==> config.mk <==
export PLATFORM = sky130hd
export DESIGN_NAME = fp_byte_sequencer
export DESIGN_NICKNAME = d
export VERILOG_FILES = /design/src/rtl/fp_byte_sequencer_pkg.sv /design/src/rtl/fp_byte_sequencer_byte_shifter.sv /design/src/rtl/fp_byte_sequencer.sv
export SDC_FILE = /design/constraint.sdc
export NUM_CORES = 1
export LEC_CHECK = 0
export ABC_AREA = 1
export CAP_MARGIN = 20
export CORE_UTILIZATION = 56
export CTS_CLUSTER_SIZE = 24
export DETAILED_ROUTE_END_ITERATION = 12
export GPL_TIMING_DRIVEN = 0
export PLACE_DENSITY = 0.83
export SYNTH_ARGS = -nofsm -noshare
export SYNTH_HDL_FRONTEND = slang
export SYNTH_HIERARCHICAL = 1
export SYNTH_SLANG_ARGS = --single-unit
==> constraint.sdc <==
create_clock -name clk -period 5.7 [get_ports clk]
set_clock_uncertainty 0.15 [all_clocks]
set_input_delay 1.14 -clock clk [delete_from_list [all_inputs] [get_ports clk]]
set_output_delay 1.14 -clock clk [all_outputs]
set_load 0.005 [all_outputs]
==> src/rtl/fp_byte_sequencer_pkg.sv <==
// Shared definitions for the byte-serial FP ALU sequencer: FSM states,
// opcode encodings agreed with the ALU core, default unary-opcode mask.
package fp_seq_pkg;

  localparam int unsigned OP_W = 3;

  typedef enum logic [2:0] {
    S_IDLE,
    S_LOAD_A,
    S_LOAD_B,
    S_READY,
    S_ISSUE,
    S_UNLOAD
  } seq_state_t;

  localparam logic [OP_W-1:0] OP_ADD = 3'd0;
  localparam logic [OP_W-1:0] OP_SUB = 3'd1;
  localparam logic [OP_W-1:0] OP_MUL = 3'd2;
  localparam logic [OP_W-1:0] OP_DIV = 3'd3;
  localparam logic [OP_W-1:0] OP_MIN = 3'd4;
  localparam logic [OP_W-1:0] OP_MAX = 3'd5;
  localparam logic [OP_W-1:0] OP_NEG = 3'd6;
  localparam logic [OP_W-1:0] OP_ABS = 3'd7;

  // Opcodes 6 and 7 (NEG, ABS) consume operand A only.
  localparam logic [7:0] UNARY_MASK_DEF = 8'b1100_0000;

endpackage

==> src/rtl/fp_byte_sequencer_byte_shifter.sv <==
// WIDTH-bit register with byte-indexed write and byte-indexed read,
// plus whole-word load and clear; used for operands and result readout.
module byte_shifter #(
  parameter int unsigned WIDTH = 32,
  localparam int unsigned IDX_W = $clog2(WIDTH / 8)
) (
  input  logic             clk,
  input  logic             rst_n,
  input  logic             clr,
  input  logic             load,
  input  logic [WIDTH-1:0] ldata,
  input  logic             we,
  input  logic [IDX_W-1:0] idx,
  input  logic [7:0]       wdata,
  output logic [WIDTH-1:0] q,
  output logic [7:0]       rdata
);

  always_ff @(posedge clk or negedge rst_n) begin
    if (!rst_n) begin
      q <= '0;
    end else if (clr) begin
      q <= '0;
    end else if (load) begin
      q <= ldata;
    end else if (we) begin
      q[{idx, 3'b000} +: 8] <= wdata;
    end
  end

  assign rdata = q[{idx, 3'b000} +: 8];

endmodule

==> src/rtl/fp_byte_sequencer.sv <==
// Byte-serial operand loader / result unloader in front of the FP ALU core,
// with req/ack handshake, watchdog timeout and synchronous abort.
module fp_byte_sequencer
  import fp_seq_pkg::*;
#(
  parameter int unsigned WIDTH      = 32,
  parameter int unsigned TIMEOUT    = 255,
  parameter logic [7:0]  UNARY_MASK = UNARY_MASK_DEF
) (
  input  logic             clk,
  input  logic             rst_n,
  input  logic [7:0]       in_data,
  input  logic             in_valid,
  input  logic [OP_W-1:0]  op,
  input  logic             start,
  input  logic             rd,
  input  logic             abort,
  output logic [7:0]       out_data,
  output logic             out_valid,
  output logic             busy,
  output logic             done,
  output logic             err,
  output logic             core_req,
  output logic [OP_W-1:0]  core_op,
  output logic [WIDTH-1:0] core_a,
  output logic [WIDTH-1:0] core_b,
  input  logic             core_ack,
  input  logic [WIDTH-1:0] core_result
);

  localparam int unsigned NB    = WIDTH / 8;
  localparam int unsigned IDX_W = $clog2(NB);
  localparam logic [IDX_W-1:0] LAST_IDX = IDX_W'(NB - 1);
  localparam logic [15:0]      WD_LAST  = 16'(TIMEOUT - 1);

  seq_state_t       state_q, state_d;
  logic [IDX_W-1:0] cnt_q, cnt_d;
  logic [IDX_W-1:0] ptr_q, ptr_d;
  logic [15:0]      wd_q, wd_d;
  logic             err_q, err_d;
  logic             done_q, done_d;
  logic [OP_W-1:0]  op_q;
  logic             a_we, b_we, b_clr, r_load, op_we;
  logic [7:0]       r_byte;
  logic [7:0]       a_byte_unused, b_byte_unused;
  logic [WIDTH-1:0] res_word_unused;

  always_ff @(posedge clk or negedge rst_n) begin
    if (!rst_n) begin
      state_q <= S_IDLE;
      cnt_q   <= '0;
      ptr_q   <= '0;
      wd_q    <= '0;
      err_q   <= 1'b0;
      done_q  <= 1'b0;
      op_q    <= '0;
    end else begin
      state_q <= state_d;
      cnt_q   <= cnt_d;
      ptr_q   <= ptr_d;
      wd_q    <= wd_d;
      err_q   <= err_d;
      done_q  <= done_d;
      if (op_we) op_q <= op;
    end
  end

  always_comb begin
    state_d = state_q;
    cnt_d   = cnt_q;
    ptr_d   = ptr_q;
    wd_d    = wd_q;
    err_d   = err_q;
    done_d  = 1'b0;
    a_we    = 1'b0;
    b_we    = 1'b0;
    b_clr   = 1'b0;
    r_load  = 1'b0;
    op_we   = 1'b0;
    if (abort) begin
      state_d = S_IDLE;
      cnt_d   = '0;
      ptr_d   = '0;
      wd_d    = '0;
    end else begin
      unique case (state_q)
        S_IDLE: if (in_valid) begin
          a_we    = 1'b1;
          cnt_d   = IDX_W'(1);
          err_d   = 1'b0;
          state_d = S_LOAD_A;
        end
        S_LOAD_A: if (in_valid) begin
          a_we = 1'b1;
          if (cnt_q == LAST_IDX) begin
            cnt_d   = '0;
            state_d = S_LOAD_B;
          end else begin
            cnt_d = cnt_q + 1'b1;
          end
        end
        S_LOAD_B: if (in_valid) begin
          b_we = 1'b1;
          if (cnt_q == LAST_IDX) begin
            cnt_d   = '0;
            state_d = S_READY;
          end else begin
            cnt_d = cnt_q + 1'b1;
          end
        end
        // Unary ops zero B in place so core_b needs no separate register.
        S_READY: if (start) begin
          op_we   = 1'b1;
          b_clr   = UNARY_MASK[op];
          wd_d    = '0;
          state_d = S_ISSUE;
        end
        S_ISSUE: begin
          if (core_ack) begin
            r_load  = 1'b1;
            ptr_d   = '0;
            wd_d    = '0;
            state_d = S_UNLOAD;
          end else if (wd_q == WD_LAST) begin
            err_d   = 1'b1;
            wd_d    = '0;
            state_d = S_IDLE;
          end else begin
            wd_d = wd_q + 1'b1;
          end
        end
        S_UNLOAD: if (rd) begin
          if (ptr_q == LAST_IDX) begin
            ptr_d   = '0;
            done_d  = 1'b1;
            state_d = S_IDLE;
          end else begin
            ptr_d = ptr_q + 1'b1;
          end
        end
        default: state_d = S_IDLE;
      endcase
    end
  end

  byte_shifter #(.WIDTH(WIDTH)) u_opa (
    .clk(clk), .rst_n(rst_n), .clr(1'b0), .load(1'b0), .ldata('0),
    .we(a_we), .idx(cnt_q), .wdata(in_data), .q(core_a), .rdata(a_byte_unused)
  );

  byte_shifter #(.WIDTH(WIDTH)) u_opb (
    .clk(clk), .rst_n(rst_n), .clr(b_clr), .load(1'b0), .ldata('0),
    .we(b_we), .idx(cnt_q), .wdata(in_data), .q(core_b), .rdata(b_byte_unused)
  );

  byte_shifter #(.WIDTH(WIDTH)) u_res (
    .clk(clk), .rst_n(rst_n), .clr(1'b0), .load(r_load), .ldata(core_result),
    .we(1'b0), .idx(ptr_q), .wdata(8'h00), .q(res_word_unused), .rdata(r_byte)
  );

  assign core_req  = (state_q == S_ISSUE);
  assign out_valid = (state_q == S_UNLOAD);
  assign out_data  = out_valid ? r_byte : 8'h00;
  assign busy      = (state_q != S_IDLE);
  assign done      = done_q;
  assign err       = err_q;
  assign core_op   = op_q;

endmodule

==> PnR_summary.wiki <==
{| class="wikitable"
! Metric !! Value
|-
| Result of the run || complete, no violations
|-
| Mean post-synth cell area || about 6.5 µm²
|-
| Detail Route met3 WL || about 1400 µm
|-
| Unrepaired setup endpoints after global routing || false
|-
| Vias in the first global route || ~7500
|-
| DIE AREA || 0.01473 mm²
|-
| Die Width || approximately 120 µm
|-
| Endpoint class of the critical path || output port
|-
| Antenna violations before repair || 0
|-
| Minimum clock period after layout || 3824 ps
|-
| TritonCTS clock tree || yes
|-
| Maximum VDD drop || 0.0002311 V
|-
| Buffers on Ports || 129
|-
| Final core utilization || 0.7529
|-
| Setup bufs post-CTS || 0
|-
| Endpoints failing setup || 0
|-
| Worst slew margin || 0.2772
|-
| Launching point of the worst reg2reg path || state_q[0]
|-
| CTS max path bufs || 2
|-
| Share of cells above drive strength 1 || 0.07739
|-
| Hold-fix buffers at CTS || 0
|-
| Total number of vias || approximately 8100
|-
| Final worst setup slack || 1876 ps
|-
| Setup slack, reg-to-reg || between 2000 and 3000 ps
|-
| Final hold violations || 0
|-
| Achievable clock frequency || about 260 MHz
|-
| Power per cell area || around 230 mW/mm²
|-
| Critical Path Fanout Max || 10
|-
| Max-slew violation count || 0
|-
| Top Layer Used || met4
|-
| Area growth syn-to-layout || 30.95%
|-
| Switching Share || 0.2786
|-
| Critical Path RT || ~4400 ps
|-
| Most frequent standard cell in the layout excluding fill and tap cells || nand2_1
|-
| Layout Cell Area excl Fill || ~0.010 mm²
|-
| Number of stages on the worst hold path || 2
|-
| Routed length per instance || ~12 µm
|-
| Hold Crit Class || reg2reg
|-
| Clock slew seen by the registers of the worst setup and hold paths || 50 ps
|-
| Sink Count || 124
|-
| Power spent charging and discharging nets || 678.4 µW
|-
| End of the worst register-to-register path || u_opb/q[11]
|-
| Number of buffers added by the clock tree synthesis step || 17
|-
| Row count || 43
|-
| Detailed Route WL || between 20000 and 25000 µm
|-
| Most frequent cells in the layout || 638 x nand2_1, 128 x clkdlybuf4s50_1, 124 x dfrtp_1
|-
| Post-Syn Instances || roughly 1200
|-
| Starting Density || 0.5750
|-
| Sequential fraction of design power || 0.392
|-
| Cell leakage power || 0.005649 µW
|-
| Remaining design rule violation count || 0
|-
| Number of DRC violations after detailed-routing iteration 0 || roughly 630
|-
| Period utilisation layout || 0.6709
|-
| Type of element launching the critical path || flip-flop
|-
| Worst Setup Path Type || reg2out
|-
| I/O pins || between 100 and 150
|-
| Clock network fraction of total power || 0.429
|-
| Clock insertion delay at the later pin of the skew report || 420 ps
|-
| Filler instances || ~1100
|-
| H-tree lvl count || 4
|-
| Via-to-Cell Ratio || ~4.9
|-
| Number of inserted diodes || 0
|-
| Number of warnings reported in the yosys synthesis log || 6
|-
| First-pass GRT wire length || around 34000 µm
|-
| Cell at the root of the clock tree || clkbuf_16
|-
| Detailed-routing wirelength on met1 || ~9000 µm
|-
| WP data arrival || 2530 ps
|-
| Standard cell core area || between 0.01 and 0.015 mm²
|-
| Largest net degree at the start of global routing || 65
|-
| DIE HEIGHT || 121.4 µm
|-
| Critical path endpoint || out_data[7]
|-
| Placed wire-length estimate after detailed placement || between 10000 and 15000 µm
|-
| Antenna-violating nets left || 0
|-
| Post-placement worst setup slack || 1626 ps
|-
| GR Util All Layers || 0.2980
|-
| Number of optimization iterations in the first detailed-route pass || 6
|-
| Post-detailed-placement cell area || 0.009883 mm²
|-
| Global route overflow || 0
|-
| Gate power share || 0.179
|-
| Placer congestion estimate || 0.8917
|-
| Max-cap violation count || 0
|-
| First element of the critical path || ptr_q[0]
|-
| Nets || roughly 1500
|-
| Post-CTS Resized || 0
|-
| Routed wire length on met2 || approximately 9800 µm
|-
| Worst-margin pin slew || ~1100 ps
|-
| Cell area after technology mapping || between 0.007 and 0.008 mm²
|-
| Int Power || ~1800 µW
|-
| Worst Reg2Reg Path Length in Cells || 13
|}
## power by group through the flow
stage | clock network [µW] | logic, µW | registers, µW
after floorplan | 0 | 241 | 966
after global placement | 0 | 417 | 968
after detailed placement | 0 | 426 | 968
after CTS | 1060 | 431 | 954
after global routing | 1100 | 492 | 959
final | 1050 | 437 | 954
## how the worst min path moves through the flow
stage | startpoint | end | slack [ps]
2_1_floorplan | u_res/q[16] | u_res/q[16] | 290
3_3_place_gp | u_res/q[23] | u_res/q[23] | 310
3_5_place_dp | u_res/q[21] | u_res/q[21] | 310
4_1_cts | u_res/q[16] | u_res/q[16] | 330
5_1_grt | u_res/q[10] | u_res/q[10] | 340
6_report | u_res/q[14] | u_res/q[14] | 320
## layout make-up
type | count | area (µm²) | share of cell area
buffer | 37 | 209.0 | 0.01999
clock buffer | 20 | 446.7 | 0.04274
clock inverter | 12 | 121.4 | 0.01161
inverter | 104 | 392.9 | 0.03759
multi-input combinational | 1059 | 4633 | 0.4433
sequential | 124 | 3103 | 0.2969
tap | 180 | 225.2 | 0.02155
timing repair buffer | 130 | 1320 | 0.1263
## routing by layer
layer,vias up,GRT usage
li1,4184,-
met1,3616,0.3691
met2,286,0.4989
met3,41,0.07519
met4,0,0.1096
met5,-,0
## stage by stage
step	power (µW)	cells	hold WS, ps	TNS (ps)
after global placement	1386	1633	307.9	-181790
after CTS	2442	1666	326.3	0
after floorplan	1206	1324	293.6	0
final	2436	1666	323.0	0
after detailed placement	1394	1634	310.9	0
after global routing	2555	1666	335.8	0
## sequential cells by signal (all words and copies together) (netlist names), 2 cells and up
register	cells
cnt_q	2
core_op	3
ptr_q	2
state_q	3
u_opa/q	32
u_opb/q	32
u_res/q	32
wd_q	16
## critical path: stages (launching register included)
cell and delay (ps):
dfrtp_1 420, buf_2 270, buf_1 360, o21ai_0 160, o22ai_1 200, inv_1 60, nor2_1 120, clkdlybuf4s50_1 510
(Power assumes the default switching activity.)
